==> config.mk <==
export PLATFORM = sky130hd
export DESIGN_NAME = bnn_conv_calc
export DESIGN_NICKNAME = d
export VERILOG_FILES = /design/src/rtl/bnn_pkg.sv /design/src/rtl/bnn_xnor_pop.sv /design/src/rtl/bnn_conv_calc.sv
export SDC_FILE = /design/constraint.sdc
export NUM_CORES = 2
export LEC_CHECK = 0
export CORE_ASPECT_RATIO = 0.6
export CORE_MARGIN = 5
export CORE_UTILIZATION = 60
export DETAILED_ROUTE_END_ITERATION = 10
export PLACE_DENSITY_LB_ADDON = 0.1
export SLEW_MARGIN = 20
export SYNTH_ARGS = -nofsm -noshare
export SYNTH_HDL_FRONTEND = slang
export SYNTH_SLANG_ARGS = --single-unit
export TNS_END_PERCENT = 100
==> constraint.sdc <==
create_clock -name clk -period 81.4 [get_ports clk]
set_input_delay 16.28 -clock clk [delete_from_list [all_inputs] [get_ports clk]]
set_output_delay 16.28 -clock clk [all_outputs]
set_load 0.02 [all_outputs]
==> src/rtl/bnn_pkg.sv <==
// Shared defaults, derived widths and FSM encoding for the binary conv engine.
package bnn_pkg;

  localparam int unsigned IN_CH  = 8;
  localparam int unsigned K      = 3;
  localparam int unsigned OUT_CH = 16;
  localparam int unsigned LANES  = 4;

  localparam int unsigned W  = IN_CH * K * K;
  localparam int unsigned TW = $clog2(W + 1);
  localparam int unsigned AW = ($clog2(OUT_CH) > 0) ? $clog2(OUT_CH) : 1;

  typedef enum logic [1:0] {
    IDLE = 2'd0,
    CALC = 2'd1,
    DONE = 2'd2
  } state_e;

endpackage

==> src/rtl/bnn_xnor_pop.sv <==
// One output-channel evaluator: XNOR window against weights, popcount, compare to threshold.
module bnn_xnor_pop #(
  parameter int unsigned W  = 72,
  parameter int unsigned TW = 7
) (
  input  logic [W-1:0]  window_i,
  input  logic [W-1:0]  weight_i,
  input  logic [TW-1:0] thr_i,
  output logic          hit_o
);

  logic [W-1:0]  xn;
  logic [TW-1:0] match;

  assign xn = ~(window_i ^ weight_i);

  always_comb begin
    match = '0;
    for (int unsigned i = 0; i < W; i++) begin
      match = match + TW'(xn[i]);
    end
  end

  assign hit_o = (match >= thr_i);

endmodule

==> src/rtl/bnn_conv_calc.sv <==
// XNOR-popcount conv engine: one window in, OUT_CH binary outputs, LANES channels per cycle.
module bnn_conv_calc #(
  parameter  int unsigned IN_CH  = bnn_pkg::IN_CH,
  parameter  int unsigned K      = bnn_pkg::K,
  parameter  int unsigned OUT_CH = bnn_pkg::OUT_CH,
  parameter  int unsigned LANES  = bnn_pkg::LANES,
  localparam int unsigned W      = IN_CH * K * K,
  localparam int unsigned TW     = $clog2(W + 1),
  localparam int unsigned AW     = ($clog2(OUT_CH) > 0) ? $clog2(OUT_CH) : 1
) (
  input  logic              clk,
  input  logic              rst,
  input  logic              in_valid,
  output logic              in_ready,
  input  logic [W-1:0]      pixel_windows,
  output logic              out_valid,
  input  logic              out_ready,
  output logic [OUT_CH-1:0] conv_out,
  input  logic              cfg_we,
  input  logic [AW-1:0]     cfg_addr,
  input  logic [W-1:0]      cfg_wdata,
  input  logic [TW-1:0]     cfg_thr,
  output logic              cfg_err
);

  import bnn_pkg::*;

  localparam int unsigned GROUPS = OUT_CH / LANES;
  localparam int unsigned GW     = (GROUPS > 1) ? $clog2(GROUPS) : 1;

  if ((OUT_CH % LANES) != 0) begin : g_bad_lanes
    $error("bnn_conv_calc: OUT_CH must be a multiple of LANES");
  end

  state_e              state_q, state_d;
  logic [GW-1:0]       grp_q, grp_d;
  logic [W-1:0]        win_q;
  logic [OUT_CH-1:0]   res_q, res_d;
  logic                out_valid_q;
  logic                cfg_err_q;
  logic [W-1:0]        wgt_q [OUT_CH];
  logic [TW-1:0]       thr_q [OUT_CH];

  // Write that arrived together with an accept; held until that window's compute is over.
  logic                pend_q;
  logic [AW-1:0]       pend_addr_q;
  logic [W-1:0]        pend_wgt_q;
  logic [TW-1:0]       pend_thr_q;

  logic                accept;
  logic                last_grp;
  logic                addr_ok;
  logic                cfg_ok;
  logic                wr_en;
  logic [AW-1:0]       wr_addr;
  logic [W-1:0]        wr_wgt;
  logic [TW-1:0]       wr_thr;
  logic [LANES-1:0]    hit;
  logic [AW-1:0]       lane_ch [LANES];

  assign in_ready = (state_q == IDLE) | ((state_q == DONE) & out_ready);
  assign accept   = in_valid & in_ready;
  assign last_grp = (grp_q == GW'(GROUPS - 1));

  if (OUT_CH == (32'(1) << AW)) begin : g_addr_full
    assign addr_ok = 1'b1;
  end else begin : g_addr_chk
    assign addr_ok = (cfg_addr < AW'(OUT_CH));
  end

  assign cfg_ok = cfg_we & addr_ok & (state_q == IDLE);

  always_ff @(posedge clk or posedge rst) begin
    if (rst) begin
      state_q <= IDLE;
      grp_q   <= '0;
    end else begin
      state_q <= state_d;
      grp_q   <= grp_d;
    end
  end

  always_comb begin
    state_d = state_q;
    grp_d   = grp_q;
    unique case (state_q)
      IDLE: begin
        if (accept) begin
          state_d = CALC;
          grp_d   = '0;
        end
      end
      CALC: begin
        grp_d = grp_q + GW'(1);
        if (last_grp) begin
          state_d = DONE;
          grp_d   = '0;
        end
      end
      DONE: begin
        if (out_ready) begin
          state_d = in_valid ? CALC : IDLE;
          grp_d   = '0;
        end
      end
      default: begin
        state_d = IDLE;
        grp_d   = '0;
      end
    endcase
  end

  // Each lane evaluates channel grp*LANES + lane against the captured window.
  for (genvar l = 0; l < LANES; l++) begin : g_lane
    assign lane_ch[l] = AW'(grp_q) * AW'(LANES) + AW'(l);

    bnn_xnor_pop #(
      .W  (W),
      .TW (TW)
    ) u_pop (
      .window_i (win_q),
      .weight_i (wgt_q[lane_ch[l]]),
      .thr_i    (thr_q[lane_ch[l]]),
      .hit_o    (hit[l])
    );
  end

  always_comb begin
    res_d = res_q;
    if (state_q == CALC) begin
      for (int unsigned l = 0; l < LANES; l++) begin
        res_d[lane_ch[l]] = hit[l];
      end
    end
  end

  always_comb begin
    wr_en   = 1'b0;
    wr_addr = cfg_addr;
    wr_wgt  = cfg_wdata;
    wr_thr  = cfg_thr;
    if (pend_q && (state_q == DONE)) begin
      wr_en   = 1'b1;
      wr_addr = pend_addr_q;
      wr_wgt  = pend_wgt_q;
      wr_thr  = pend_thr_q;
    end else if (cfg_ok && !accept) begin
      wr_en   = 1'b1;
    end
  end

  always_ff @(posedge clk or posedge rst) begin
    if (rst) begin
      win_q       <= '0;
      res_q       <= '0;
      out_valid_q <= 1'b0;
      cfg_err_q   <= 1'b0;
      pend_q      <= 1'b0;
      pend_addr_q <= '0;
      pend_wgt_q  <= '0;
      pend_thr_q  <= '0;
    end else begin
      if (accept) begin
        win_q <= pixel_windows;
      end
      res_q       <= res_d;
      out_valid_q <= (state_d == DONE);
      cfg_err_q   <= cfg_we & ~cfg_ok;
      if (cfg_ok && accept) begin
        pend_q      <= 1'b1;
        pend_addr_q <= cfg_addr;
        pend_wgt_q  <= cfg_wdata;
        pend_thr_q  <= cfg_thr;
      end else if (state_q == DONE) begin
        pend_q      <= 1'b0;
      end
    end
  end

  always_ff @(posedge clk or posedge rst) begin
    if (rst) begin
      for (int unsigned i = 0; i < OUT_CH; i++) begin
        wgt_q[i] <= '0;
        thr_q[i] <= '0;
      end
    end else if (wr_en) begin
      wgt_q[wr_addr] <= wr_wgt;
      thr_q[wr_addr] <= wr_thr;
    end
  end

  assign out_valid = out_valid_q;
  assign conv_out  = res_q;
  assign cfg_err   = cfg_err_q;

endmodule

Yosys cells after proc, flatten, opt, wreduce, memory -nomap -nowiden. Index checks and enable logic that the tools add are counted.

$add $sub $neg: 288. $lt $le $gt $ge: 18. Eq/ne operators: 6. Multiplexer cells: 58. Bitwise operators: 19. Reductions and logical operators: 12.

Operators by type and width (number): $add A7 B1 Y7 (280); $bmux W72 S4 (4); $bwmux W1152 (1); $mux W72 (10); $demux W72 S4 (1); $not A72 Y72 (4); $xor A72 B72 Y72 (4); $bmux W7 S4 (4); $bwmux W112 (1); $mux W7 (10); $bwmux W16 (4); $demux W7 S4 (1); $ge A7 B7 Y1 (4); $ge A5 B5 Y1 const B (5); $not A4 Y5 (5); $lt A4 B5 Y1 const B (4); $ge A4 B1 Y1 const B (4); $demux W1 S4 (3); $mux W2 (6); $pmux W2 S3 (2); $mux W1 (9); $add A1 B1 Y2 (4); $add A4 B2 Y4 const B (2); $logic_and A1 B1 Y1 (8); 15 further kinds (21).

Register bits: 1442. Input port bits: 160. Output and inout port bits: 19. Word-level logic and storage cells: 443.

Longest topological paths before layout.
Word-level depth: 82. Gate-level depth with buffers: 31. Gate-level depth less buffers: 28.

By module. From an unflattened synthesis, not the netlist that was laid out.

Cell total of the unflattened synthesis: 4816. Area, all modules: 72548.3 µm².

Modules (own cells, without submodules): bnn_conv_calc (instances 1, cells each 3844, area an instance 62303.5 µm², sequential area each 36084.6 µm²); bnn_xnor_pop (instances 4, cells each 243, area an instance 2561.2 µm², sequential area each 0.0 µm²).

Least setup slack after synthesis. OpenSTA, ideal clock, no wires.

Kind: input -> output. Start: input port out_ready. End: output port in_ready. Arrival time: 16.676 ns. Data required time: 65.120 ns. Setup slack: 48.444 ns. Stages on the path: 2. Path buffers: 0. Cell sequence: inv_1 > a21oi_1.

Cells in the longest elaborated chain, start to end: 2.

Ends and longest elaborated chain: start: declaration (line bnn_conv_calc.sv:17) `input logic out_ready,`; $and A1 B1 Y1 (line bnn_conv_calc.sv:61) `assign in_ready = (state_q == IDLE) | ((state_q == DONE) & out_ready);`; $or A1 B1 Y1 (line bnn_conv_calc.sv:61); end: declaration (line bnn_conv_calc.sv:14) `output logic in_ready,`.

Every way passes these cells.

Final worst setup path. Ends and elaborated chain as after synthesis.

==> summary.txt <==
Logic synthesis
  • Ys Warns: 0
  • Mapped Cells: 6,153
  • Seq/Total Area, Yosys: 0.5148
  • Post-synthesis cell type count: 46
  • Syn Nets: about 6,700
  • FF+latch count, synth: 1,442
  • Mapped cell area: roughly 70,000 um2
  • Synthesized area per cell: between 10 and 15 um2

Setup path
  • CP cell instances: clkdlybuf4s50_1, inv_1, a21oi_1, clkdlybuf4s50_1
  • RR Endpoint: conv_out[8]
  • CP delay by family, top: buffers and inverters
  • Worst R2R Path Depth: 27
  • Worst-path maximum fanout: 3
  • Crit start category: primary input
  • Register-to-register setup slack: between 60 and 70 ns
  • Critical path class: primary input to output port
  • Cell mode on critical path: clkdlybuf4s50_1
  • Crit. End Element: output port
  • Crit path buffers/inverters: 3
  • Slowest stage delay, CP: between 0.6 and 0.7 ns
  • Crit path DAT: around 18 ns
  • CP Data Required Time: 65.12 ns
  • Crit-path slowest cell: clkdlybuf4s50_1
  • Reg2reg start: grp_q[0]
  • CP Depth: 4

STA
  • Final setup fails: 0
  • Final clock skew: 0.02647 ns
  • Period utilization: 0.4166
  • Final hold violation count: 0
  • Final setup TNS: 0 ns
  • Slew Limit Headroom: 0.2711
  • RSZ-0062 raised after global routing: false
  • Max Clk Rate: 0.02949 GHz
  • Tmin final: ~34 ns
  • Tightest Pin Transition: 1.072 ns
  • Final Max Tran Viols: 0

Die
  • I/O Pins: around 180
  • Die Wd: 451.2 um
  • Starting Density: 0.6022
  • Die Ht: between 200 and 300 um
  • Total core area: around 120,000 um2
  • Die area: 124,000 um2
  • Rows: 97

Route
  • Post-route DRC violation count: 0
  • Final antenna-violating net count: 0
  • Vias: roughly 46,000
  • Initial DRC count: approximately 4,800
  • WL per Instance: between 20 and 25 um
  • Pre-Repair DR Iteration Count: 5
  • Via/cell ratio: 5.997
  • DRT Wirelength: about 190 mm

Clock tree
  • H-tree levels: 4
  • Post-CTS sizing: 0
  • Clock Sinks: 1,442
  • CTS buffer count: between 100 and 150
  • CTS Hold Bufs: 0
  • CTS root buf: clkbuf_16
  • Clock latency at the later pin of the worst-skew pair: 0.77 ns
  • Clk slew on worst S/H paths: roughly 0.060 ns
  • Number of post-CTS setup repair buffers: 0
  • Clock tree buffer depth: 3
  • TritonCTS clock tree: built

Final layout
  • Area occupied by multi-input gates: 30,820 um2
  • Proportion of layout cells with a drive suffix above 1: 0.1380
  • Sequential cell area: between 30,000 and 40,000 um2
  • Layout Nets: 6,554
  • # fillers: between 8,000 and 9,000
  • Layout area overhead: 10.28%

Run
  • Number of max-cap violations: 0

Global route
  • Number of global-route vias before repair: between 40,000 and 50,000
  • First-pass GRT wire length: roughly 290 mm
  • Pin count of the biggest net entering global routing: 190
  • Grt total ovfl: 0
  • All-layer global routing usage: 0.3093
  • Initial antenna violation count: 1

Min path
  • HP Start: wgt_q[246]
  • Hold path endpoint: wgt_q[246]
  • Hold-critical path depth: 2
  • Hold WC Path Type: flip-flop to flip-flop

Placement
  • Detailed placement HPWL: about 120 mm
  • IO buf count: 178
  • GP Congestion: 0.8659

Status
  • Outcome: complete, no violations
## worst min-delay path, delay by kind of cell (launching register included)
kind / cells / cell delay (ns)
DFF: 1 / 0.34
and+or+nand+nor: 1 / 0.04
AOI/OAI and AO/OA: 1 / 0.06
## per-stage QoR
step	instances	hold slack [ns]	instance area (um2)	util	setup slack, ns
final	7695	0.4751	77290	0.6641	47.49
after global routing	7694	0.4897	77290	0.6641	47.41
after CTS	7690	0.4794	77100	0.6624	47.48
after detailed placement	7448	0.4652	72640	0.6241	47.49
after global placement	7448	0.4559	72600	0.6238	47.46
after floorplan	6153	0.4446	70090	-	24.45
## per-layer routing
metal / part of all wire / global-route usage / vias up
li1: - / - / 20460
met1: 0.46 / 0.4960 / 23720
met2: 0.43 / 0.4424 / 1740
met3: 0.086 / 0.06250 / 227
met4: 0.017 / 0.06595 / 2
met5: 0.000070 / 0 / -
## cell usage in the layout, fill, tap and decap left out, types with 5 or more instances in the layout
master | synthesis | final
nor3_1 | 6 | 5
nor2b_1 | 7 | 7
clkinvlp_4 | 0 | 6
o21ai_1 | 51 | 51
mux4_2 | 316 | 316
dfrtp_1 | 1442 | 1440
clkbuf_8 | 0 | 29
clkbuf_1 | 227 | 30
inv_6 | 0 | 6
a21oi_1 | 651 | 651
inv_1 | 296 | 295
mux2i_2 | 1 | 31
nand3_1 | 6 | 6
fa_1 | 248 | 248
nor2_1 | 638 | 638
buf_4 | 23 | 94
nand2b_1 | 10 | 10
buf_12 | 0 | 15
o211ai_1 | 7 | 7
mux2_2 | 156 | 156
o21a_1 | 11 | 11
mux2i_1 | 79 | 46
xor2_1 | 176 | 176
clkbuf_16 | 0 | 141
xnor2_1 | 122 | 122
clkinv_2 | 0 | 21
a211oi_4 | 0 | 5
o21bai_1 | 5 | 5
bufinv_16 | 0 | 5
a21o_1 | 16 | 16
o21ai_0 | 603 | 603
clkdlybuf4s50_1 | 0 | 178
nand2_1 | 653 | 653
ha_1 | 92 | 92
## cell families (layout without fill, tap and decap cells)
family,count (synthesis),count (layout),synth area share
simple gates,1337,1337,0.07369
buf+inv,822,829,0.04865
mux,554,554,0.1386
flops,1442,1442,0.5148
fa+ha+maj,340,340,0.08726
xor+xnor,298,298,0.03724
other cells,0,1,0
compound gates,1360,1360,0.09970
## synth_stat cells (all sizes together)
| cell type | number | area [um2] |
|---|---|---|
| o31ai | 1 | 7.510 |
| nand2 | 653 | 2451 |
| buf | 299 | 1446 |
| nor4 | 1 | 6.260 |
| fa | 248 | 4965 |
| nor2 | 638 | 2395 |
| a311oi | 1 | 8.760 |
| mux2 | 157 | 1772 |
| and3 | 3 | 18.77 |
| ha | 92 | 1151 |
| nor2b | 7 | 43.79 |
| clkbuf | 227 | 852.1 |
| and2 | 1 | 6.260 |
| o211a | 3 | 30.03 |
| inv | 296 | 1111 |
| and3b | 2 | 17.52 |
| nand2b | 10 | 62.56 |
| nand3b | 3 | 35.03 |
| dfrtp | 1442 | 36080 |
| a21oi | 651 | 3258 |
| o211ai | 7 | 52.55 |
| nor3 | 6 | 30.03 |
| o21ai | 654 | 3273 |
| mux4 | 316 | 7117 |
| mux2i | 81 | 827.0 |
| a21o | 16 | 120.1 |
| nor3b | 2 | 20.02 |
| a211o | 2 | 17.52 |
| xor2 | 176 | 1541 |
| a22o | 2 | 17.52 |
| o311a | 2 | 20.02 |
| nand4 | 4 | 25.02 |
| o21bai | 5 | 37.54 |
| o21a | 11 | 82.58 |
| nor4b | 1 | 23.77 |
| nand3 | 6 | 30.03 |
| xnor2 | 122 | 1069 |
| a211oi | 5 | 62.56 |
## area by class of cell
class | count | share of cell area
diodes | 1 | 0.00003238
inverters | 296 | 0.01447
well taps | 1534 | 0.02483
multi-input cells | 3889 | 0.3988
repair buffers | 291 | 0.03728
flip-flops and latches | 1442 | 0.4670
clock buffers | 200 | 0.05227
clock inverters | 42 | 0.005407
## worst max-delay path by stage
stage / startpoint / end
4_1_cts: out_ready / in_ready
5_1_grt: out_ready / in_ready
3_3_place_gp: out_ready / in_ready
3_5_place_dp: out_ready / in_ready
6_report: out_ready / in_ready
2_1_floorplan: rst / cfg_err
## sequential cells by signal, summed over array words and instances (netlist names)
name and cells:
wgt_q 1152, out_valid 1, grp_q 2, thr_q 112, state_q 2, cfg_err 1
pend_wgt_q 72, pend_q 1, conv_out 16, pend_addr_q 4, pend_thr_q 7, win_q 72
Power is left out: the tool's default activity adds up to more than one toggle a clock period on the data nets, which glitch-free logic cannot reach.
